### src/rtl/scroll_renderer_if.sv
// ROM read port plus the pixel bus toward vga_adapter.
// master = renderer side, slave = ROM / vga_adapter side.
interface scroll_renderer_if #(
  parameter int XW = 8,
  parameter int YW = 7,
  parameter int CW = 3,
  parameter int AW = 15
);
  logic [AW-1:0] rom_addr;
  logic [CW-1:0] rom_data;
  logic [XW-1:0] vga_x;
  logic [YW-1:0] vga_y;
  logic [CW-1:0] vga_colour;
  logic          vga_plot;

  modport master (output rom_addr, vga_x, vga_y, vga_colour, vga_plot,
                  input  rom_data);
  modport slave  (input  rom_addr, vga_x, vga_y, vga_colour, vga_plot,
                  output rom_data);
endinterface

### src/rtl/scroll_renderer.sv
// Vertical scroller: owns the scroll offset and redraws the whole frame on
// every accepted tick. Each sweep reads the background ROM at the scrolled
// source row and streams x/y/colour/plot to vga_adapter.
// Optional feature: define SCROLL_OVERRUN_CNT_EN to add the overrun[7:0]
// port counting ticks dropped while one is already queued.
module scroll_renderer #(
  parameter int XSCREEN = 160,
  parameter int YSCREEN = 120,
  parameter int XW      = 8,
  parameter int YW      = 7,
  parameter int CW      = 3,
  parameter int AW      = 15
) (
  input  logic          CLOCK_50,
  input  logic          resetn,
  input  logic          tick,
  input  logic [YW-1:0] step,
  input  logic          dir,
  input  logic          pause,
  scroll_renderer_if.master bus,
  output logic          busy,
  output logic [YW-1:0] offset
`ifdef SCROLL_OVERRUN_CNT_EN
  ,
  output logic [7:0]    overrun
`endif
);

  typedef enum logic [1:0] {INIT, IDLE, SWEEP, DRAIN} state_t;

  localparam logic [XW-1:0] X_LAST = XW'(XSCREEN - 1);
  localparam logic [YW-1:0] Y_LAST = YW'(YSCREEN - 1);
  localparam logic [YW:0]   YS1    = (YW+1)'(YSCREEN);
  localparam logic [AW-1:0] XS_A   = AW'(XSCREEN);

  state_t        state, state_nxt;
  logic [XW-1:0] x;
  logic [YW-1:0] y;
  logic          pending;
  logic          take;
  logic          last;
  logic [YW:0]   osum;
  logic [YW-1:0] offset_nxt;
  logic [YW:0]   ysum;
  logic [YW-1:0] src_y;
  logic [CW-1:0] colour_q;

  // A tick (new or queued) is served only from IDLE and only when not paused.
  assign take = (state == IDLE) && (tick || pending) && !pause;
  assign last = (x == X_LAST) && (y == Y_LAST);
  assign busy = (state == SWEEP) || (state == DRAIN);

  // Next offset: one extra bit and a single conditional subtract wrap the sum.
  always_comb begin
    osum = dir ? ({1'b0, offset} + YS1 - {1'b0, step})
               : ({1'b0, offset} + {1'b0, step});
    offset_nxt = YW'((osum >= YS1) ? (osum - YS1) : osum);
  end

  // Source row for the current screen row, then linear ROM address.
  always_comb begin
    ysum  = {1'b0, y} + {1'b0, offset};
    src_y = YW'((ysum >= YS1) ? (ysum - YS1) : ysum);
    bus.rom_addr = AW'(src_y) * XS_A + AW'(x);
  end

  // State register.
  always_ff @(posedge CLOCK_50 or negedge resetn) begin
    if (!resetn) state <= INIT;
    else         state <= state_nxt;
  end

  // Next-state logic; INIT forces one redraw after reset.
  always_comb begin
    state_nxt = state;
    case (state)
      INIT:    state_nxt = SWEEP;
      IDLE:    if (take) state_nxt = SWEEP;
      SWEEP:   if (last) state_nxt = DRAIN;
      DRAIN:   state_nxt = IDLE;
      default: state_nxt = INIT;
    endcase
  end

  // Sweep counters: x inner, y outer; they wrap back to 0 on the last pixel.
  always_ff @(posedge CLOCK_50 or negedge resetn) begin
    if (!resetn) begin
      x <= '0;
      y <= '0;
    end else if (state == SWEEP) begin
      if (x == X_LAST) begin
        x <= '0;
        y <= (y == Y_LAST) ? '0 : y + 1'b1;
      end else begin
        x <= x + 1'b1;
      end
    end
  end

  // Offset only moves when a tick is taken, so a frame never sees two offsets.
  always_ff @(posedge CLOCK_50 or negedge resetn) begin
    if (!resetn)   offset <= '0;
    else if (take) offset <= offset_nxt;
  end

  // One-deep tick queue: set by ticks outside IDLE, cleared when served.
  always_ff @(posedge CLOCK_50 or negedge resetn) begin
    if (!resetn)                        pending <= 1'b0;
    else if (take)                      pending <= 1'b0;
    else if (tick && (state != IDLE))   pending <= 1'b1;
  end

  // Pixel outputs trail the address by one cycle to match ROM read latency.
  always_ff @(posedge CLOCK_50 or negedge resetn) begin
    if (!resetn) begin
      bus.vga_plot <= 1'b0;
      bus.vga_x    <= '0;
      bus.vga_y    <= '0;
    end else begin
      bus.vga_plot <= (state == SWEEP);
      if (state == SWEEP) begin
        bus.vga_x <= x;
        bus.vga_y <= y;
      end
    end
  end

  // Hold the last plotted colour so the colour output stays put between plots.
  always_ff @(posedge CLOCK_50 or negedge resetn) begin
    if (!resetn)           colour_q <= '0;
    else if (bus.vga_plot) colour_q <= bus.rom_data;
  end

  assign bus.vga_colour = bus.vga_plot ? bus.rom_data : colour_q;

`ifdef SCROLL_OVERRUN_CNT_EN
  // Count ticks dropped because one is already queued; saturates at 255.
  always_ff @(posedge CLOCK_50 or negedge resetn) begin
    if (!resetn)
      overrun <= '0;
    else if (tick && pending && !take && (overrun != 8'hFF))
      overrun <= overrun + 8'd1;
  end
`endif

endmodule
### src/flat_wrapper.sv
// flat-port wrapper written by rule: the top's interface ports become plain ports
module scroll_renderer_flat 
#(
  parameter int XSCREEN = 160,
  parameter int YSCREEN = 120,
  parameter int XW      = 8,
  parameter int YW      = 7,
  parameter int CW      = 3,
  parameter int AW      = 15
)
  (CLOCK_50, resetn, tick, step, dir, pause, busy, offset, bus_rom_addr, bus_vga_x, bus_vga_y, bus_vga_colour, bus_vga_plot, bus_rom_data);
  scroll_renderer_if #(.XW(XW), .YW(YW), .CW(CW), .AW(AW)) bus_i ();
  input  logic CLOCK_50;
  input  logic resetn;
  input  logic tick;
  input  logic [YW-1:0] step;
  input  logic dir;
  input  logic pause;
  output logic busy;
  output logic [YW-1:0] offset;
  output wire logic [$bits(bus_i.rom_addr)-1:0] bus_rom_addr;
  output wire logic [$bits(bus_i.vga_x)-1:0] bus_vga_x;
  output wire logic [$bits(bus_i.vga_y)-1:0] bus_vga_y;
  output wire logic [$bits(bus_i.vga_colour)-1:0] bus_vga_colour;
  output wire logic [$bits(bus_i.vga_plot)-1:0] bus_vga_plot;
  input wire logic [$bits(bus_i.rom_data)-1:0] bus_rom_data;
  assign bus_rom_addr = bus_i.rom_addr;
  assign bus_vga_x = bus_i.vga_x;
  assign bus_vga_y = bus_i.vga_y;
  assign bus_vga_colour = bus_i.vga_colour;
  assign bus_vga_plot = bus_i.vga_plot;
  assign bus_i.rom_data = bus_rom_data;
  scroll_renderer #(.XSCREEN(XSCREEN), .YSCREEN(YSCREEN), .XW(XW), .YW(YW), .CW(CW), .AW(AW)) u_core (.CLOCK_50(CLOCK_50), .resetn(resetn), .tick(tick), .step(step), .dir(dir), .pause(pause), .bus(bus_i), .busy(busy), .offset(offset));
endmodule
### config.mk
export PLATFORM = sky130hd
export DESIGN_NAME = scroll_renderer_flat
export DESIGN_NICKNAME = d
export VERILOG_FILES = /design/src/rtl/scroll_renderer_if.sv /design/src/rtl/scroll_renderer.sv /design/src/flat_wrapper.sv
export SDC_FILE = /design/constraint.sdc
export NUM_CORES = 1
export LEC_CHECK = 0
export ABC_CLOCK_PERIOD_IN_PS = 10200
export BUFFER_PORTS_ARGS = -buffer_cell sky130_fd_sc_hd__buf_4
export CAP_MARGIN = 10
export CORE_MARGIN = 5
export CORE_UTILIZATION = 54
export CTS_BUF_LIST = sky130_fd_sc_hd__clkbuf_4
export DETAILED_ROUTE_END_ITERATION = 16
export MAX_ROUTING_LAYER = met4
export PLACE_DENSITY = 0.77
export SYNTH_ARGS = -nofsm -noshare
export SYNTH_HDL_FRONTEND = slang
export SYNTH_SLANG_ARGS = --single-unit
export TNS_END_PERCENT = 10
### constraint.sdc
create_clock -name CLOCK_50 -period 10.2 [get_ports CLOCK_50]
set_input_delay 1.02 -clock CLOCK_50 [delete_from_list [all_inputs] [get_ports CLOCK_50]]
set_output_delay 1.02 -clock CLOCK_50 [all_outputs]
set_load 0.02 [all_outputs]
Word level (Yosys, flattened, before mapping)
Index checks and enable logic that the tools add are counted.
{ "op_classes": {"n_addsub": 9, "multipliers": 1, "order_cmp": 2, "n_eq_ne": 8, "mux": 11, "n_reduce_logical": 11} }
{ "ops": {"columns": ["cell", "n"], "rows": [
  ["2-to-1 mux 7 bit", 3],
  ["adder 7 x 7 -> 8 bit", 2],
  ["greater-or-equal comparator 8 x 7 -> 1 bit (second input constant)", 2],
  ["2-to-1 mux 8 bit", 2],
  ["adder 15 x 8 -> 15 bit", 1],
  ["subtractor 7 bit (second input constant)", 2],
  ["multiplier 7 x 3 -> 10 bit (second input constant)", 1],
  ["adder 7 x 7 -> 8 bit (second input constant)", 1],
  ["adder 8 x 1 -> 8 bit (second input constant)", 1],
  ["== test 8 bit (second input constant)", 1],
  ["case mux 2 bit (4 select lines)", 1],
  ["subtractor 8 x 7 -> 8 bit", 1],
  ["adder 7 x 1 -> 7 bit (second input constant)", 1],
  ["== test 7 bit (second input constant)", 1],
  ["inequality test 2 x 1 -> 1 bit (second input constant)", 3],
  ["== test 2 bit (second input constant)", 2],
  ["logical AND 1 bit", 4],
  ["2-to-1 mux 2 bit", 2],
  ["AND reduction 2 bit", 2],
  ["2-to-1 mux 3 bit", 1],
  ["== test 2 x 1 -> 1 bit (second input constant)", 1],
  ["zero test 2 bit", 1],
  ["logical OR 1 bit", 2],
  ["2-to-1 mux 1 bit", 2],
  ["2 further kinds", 2]
]} }
{ "totals": {"ff_bits": 44, "out_inout_bits": 42, "wordCells": 51} }

Logic depth before layout (Yosys ltp)
{ "depth": {"word_depth": 5, "mapped_depth": 20} }

Least setup slack after synthesis
Ideal clock, no wire load.
{ "synth_timing": {"path_kind": "register to output", "start": "reg u_core.offset[0]", "end": "out bus_rom_addr[13]", "t_arrival_ns": 4.399, "path_slack_ns": 4.781, "path_stages_with_launch": 20, "n_path_buf": 0, "cell_sequence": "dfrtp_1 ha_1 inv_1 fa_1 nand2b_1 a21oi_1 xor2_1 nand3_1 o21ai_1 mux2_2 ha_1 inv_1 fa_1 nor2b_1 o21ai_0 nand2b_1 xor2_1 nand3_1 xor2_1 xnor2_1"} }
{ "synth_via": {"elab_chain_len": 5, "elab_cells_between_ends": 6} }
{ "synth_lines": {"columns": ["element", "line", "rtl"], "rows": [
  ["start: declaration", "scroll_renderer.sv:22", "output logic [YW-1:0] offset"],
  ["start signal: assignment", "scroll_renderer.sv:103", "else if (take) offset <= offset_nxt;"],
  ["adder 7 x 7 -> 8 bit *", "scroll_renderer.sv:62", "ysum = {1'b0, y} + {1'b0, offset};"],
  ["subtractor 7 bit or greater-or-equal comparator 8 x 7 -> 1 bit (tied branches)", "scroll_renderer.sv:63", "src_y = YW'((ysum >= YS1) ? (ysum - YS1) : ysum);"],
  ["2-to-1 mux 7 bit *", "scroll_renderer.sv:63", null],
  ["multiplier 7 x 3 -> 10 bit *", "scroll_renderer.sv:64", "bus.rom_addr = AW'(src_y) * XS_A + AW'(x);"],
  ["adder 15 x 8 -> 15 bit *", "scroll_renderer.sv:64", null],
  ["end: declaration", "flat_wrapper.sv:21", "output wire logic [$bits(bus_i.rom_addr)-1:0] bus_rom_addr;"]
]} }
Every way passes the cells marked *; elsewhere a longest branch is shown, timed or not.

Final worst setup path
{ "layout_timing": {"start": "reg u_core.y[0]", "end": "out bus_rom_addr[14]"} }
{ "layout_via": {"elab_chain_len": 5, "elab_cells_between_ends": 6} }
{ "layout_lines": {"columns": ["element", "line", "rtl"], "rows": [
  ["start: declaration", "scroll_renderer.sv:38", "logic [YW-1:0] y;"],
  ["start signal: assignment", "scroll_renderer.sv:93", "y <= (y == Y_LAST) ? '0 : y + 1'b1;"],
  ["adder 7 x 7 -> 8 bit *", "scroll_renderer.sv:62", null],
  ["subtractor 7 bit or greater-or-equal comparator 8 x 7 -> 1 bit (tied branches)", "scroll_renderer.sv:63", null],
  ["2-to-1 mux 7 bit *", "scroll_renderer.sv:63", null],
  ["multiplier 7 x 3 -> 10 bit *", "scroll_renderer.sv:64", null],
  ["adder 15 x 8 -> 15 bit *", "scroll_renderer.sv:64", null]
]} }
Marks and branches as above.

==> results.ini <==
[cts]
clk_path_buf_depth=2
cts_buffers=5
root_buffer=clkbuf_4
cts_hold_buf=0
clk-insertion-delay-late_ns=0.36
clock-sinks=44
cts_resized=0
cts.clk_slew.worst_paths_ns=0.13
h-tree-depth=2
cts_tree=done
post_cts_buffers=0

[worst_hold_path]
worstHoldPathType=reg -> reg

[floorplan]
fp.dieW_microns=91.4
rows=29
num_io_pins=57
dieArea_sq_mm=0.00836
die-height_microns=91.4
coreArea_sq_mm=0.00639
start_util_pct=56.1

[synth]
synthDominantCellAreaShare_pct=30.7
synthXorXnorAreaFrac_pct=6.85
yosys.area.top_type=dfrtp_1
syn_inst=406
synthArstFlopShare_pct=100
yosys.area_share.adder_pct=18.5
yosysWarningCount=0
synth_compound_area_share_pct=13.7
synthMuxAreaShare_pct=3.28
synth_top_family_by_area=simple AND/OR/NAND/NOR gates
ys_ff_latch=44
ys_seq_area_share_pct=30.7
synthSimpleGateAreaFrac_pct=22.0
syn-num-nets=471
synth_area_sq_mm=0.00358
yosys-top-cells-count=nand2_1, ha_1, dfrtp_1
ys.flop_type=dfrtp_1
synth-edff-count=0
synth.most_common_cell=nand2_1
synth_area_per_cell_sq_um=8.82
synth_area_leaders=dfrtp_1, ha_1, nand2_1
post_synth_num_cell_types=55

[sta]
min_period_over_period_pct=59.1
grt_setup_unrepaired=no
finalSetupTns_ns=0
worst_clock_skew_ns=0.0155
period_needed_ns=6.03
slew_violations=0
setup_viol=0
timing.slew.headroom_pct=47.3
fmax_mhz=166
hold_viol_final=0
worst_pin_slew_ns=0.781
finalWorstSetupSlack_ns=4.17

[placement]
dp.cells=526
post-place-ws_ns=4.60
portBuffers=56
place_area_sq_mm=0.00403
gp_routability_congestion=0.857
dp_hpwl_microns=6060

[critical_path]
r2r_end=u_core.offset[6]
worst_ep_arrival_time_ns=5.01
cp_num_buf_inv=3
cp.required_ns=9.18
cpPeakStageDelay_ns=0.53
cp_max_fo=6
timing.rr.start=u_core.offset[1]
cp_slowest_cell=fa_1
cp-start-kind=flip-flop
worstSetupEndpointType=primary output
crit_start=u_core.y[0]
rr_worst_depth=10
crit_cells=18
path_cells=ha_1 > inv_1 > fa_1 > nand2b_1 > a21oi_1 > xor2_1 > nand3_1 > o21ai_1 > mux2_2 > ha_1 > inv_1 > fa_1 > nor3b_1 > nand3b_1 > nor3_1 > xnor2_1 > a21o_1 > buf_4
criticalPathCategory=reg -> out
crit_path_end=bus_rom_addr[14]
reg2reg_slack_ns=7.10
critical-path-top-delay-family=adder cells

[final_layout]
syn_to_final_growth_pct=14.0
final_util_pct=63.9
fin_area_sq_mm=0.00408
final_layout_size_suffix_gt1_share_pct=17.7
fin_cells=534
finalNetCount=521
antenna_cells=0

[route]
drc=0
wl_microns=7620
drt-initial-drc-count=72
drt-pass1-iter-count=4
drtAntennaViolNets=0
wl_per_cell_microns=14.3
vias=2963
vias_per_cell=5.55

[status]
status=complete, no violations

[pwr]
ir_worst_vdd_v=0.000279
p_per_area_mw_per_mm2=330
p_leak_nw=2.04

[grt]
grt_pass1_wl_microns=13200
antenna_found_initial=0
grt_use_total_pct=19.2
gr-total-overflow=0
grt_pass1_vias=2965
grt_max_degree=45

[flow_run]
drv_cap=0

[cell usage in the layout, fill, tap and decap left out, drive strengths merged, types with 7 or more instances in the layout]
master / synthesis / final
dfrtp: 44 / 44
a21o: 8 / 8
nor2: 21 / 21
nand2b: 10 / 10
nand3: 7 / 7
nor3: 10 / 10
nand2: 71 / 71
o21ai: 23 / 23
ha: 45 / 45
buf: 7 / 57
inv: 26 / 26
xnor2: 17 / 17
a21oi: 20 / 20
xor2: 11 / 11
[worst min path at each step]
stage	start	to	depth (start not counted)
2_1_floorplan	u_core.state[0]	u_core.state[1]	1
3_3_place_gp	u_core.state[0]	u_core.state[1]	1
3_5_place_dp	u_core.state[0]	u_core.state[1]	1
4_1_cts	u_core.state[0]	u_core.state[1]	1
5_1_grt	u_core.state[0]	u_core.state[1]	1
6_report	u_core.state[0]	u_core.state[1]	1
[power breakdown]
part	switching (mW)	leakage [nW]	internal [mW]
Clock	0.0546	0.0324	0.0254
Sequential	0.0553	0.564	0.221
Combinational	0.562	1.45	0.429
Total	0.672	2.04	0.676
[state kept, by name, indices dropped and copies added, names as in the netlist]
signal / flops
u_core.bus.vga_x: 8
u_core.x: 8
u_core.bus.vga_y: 7
u_core.offset: 7
u_core.y: 7
u_core.colour_q: 3
u_core.state: 2
u_core.bus.vga_plot: 1
u_core.pending: 1
[layer usage]
metal  global-route usage [%]  up-vias  wire length, microns
li1                         -     1505                     -
met3                     2.56        9                   289
met4                     5.13        0                    92
met1                     25.0     1389                  3520
met2                     31.5       60                  3720
met5                        -        -                     0
[area by class of cell]
cell class / instances / area [sq um]
Tap cell: 77 / 96.3
Timing Repair Buffer: 57 / 428
Fill cell: 576 / 2300
Inverter: 27 / 101
Clock inverter: 3 / 13.8
Multi-Input combinational cell: 321 / 2310
Clock buffer: 5 / 37.5
Sequential cell: 44 / 1100
[cells by family after synthesis]
logic type      Yosys count
simple gates            157
compound gates           75
fa+ha+maj                50
flops                    44
buf+inv                  41
xor+xnor                 28
mux                      11
[stage by stage]
stage                     power, mW  hold slack [ns]
after floorplan               0.995            0.439
after global placement         1.25            0.454
after detailed placement       1.27            0.458
after CTS                      1.36            0.473
after global routing           1.48            0.509
final                          1.35            0.458
Power figures use the tool's default switching activity.
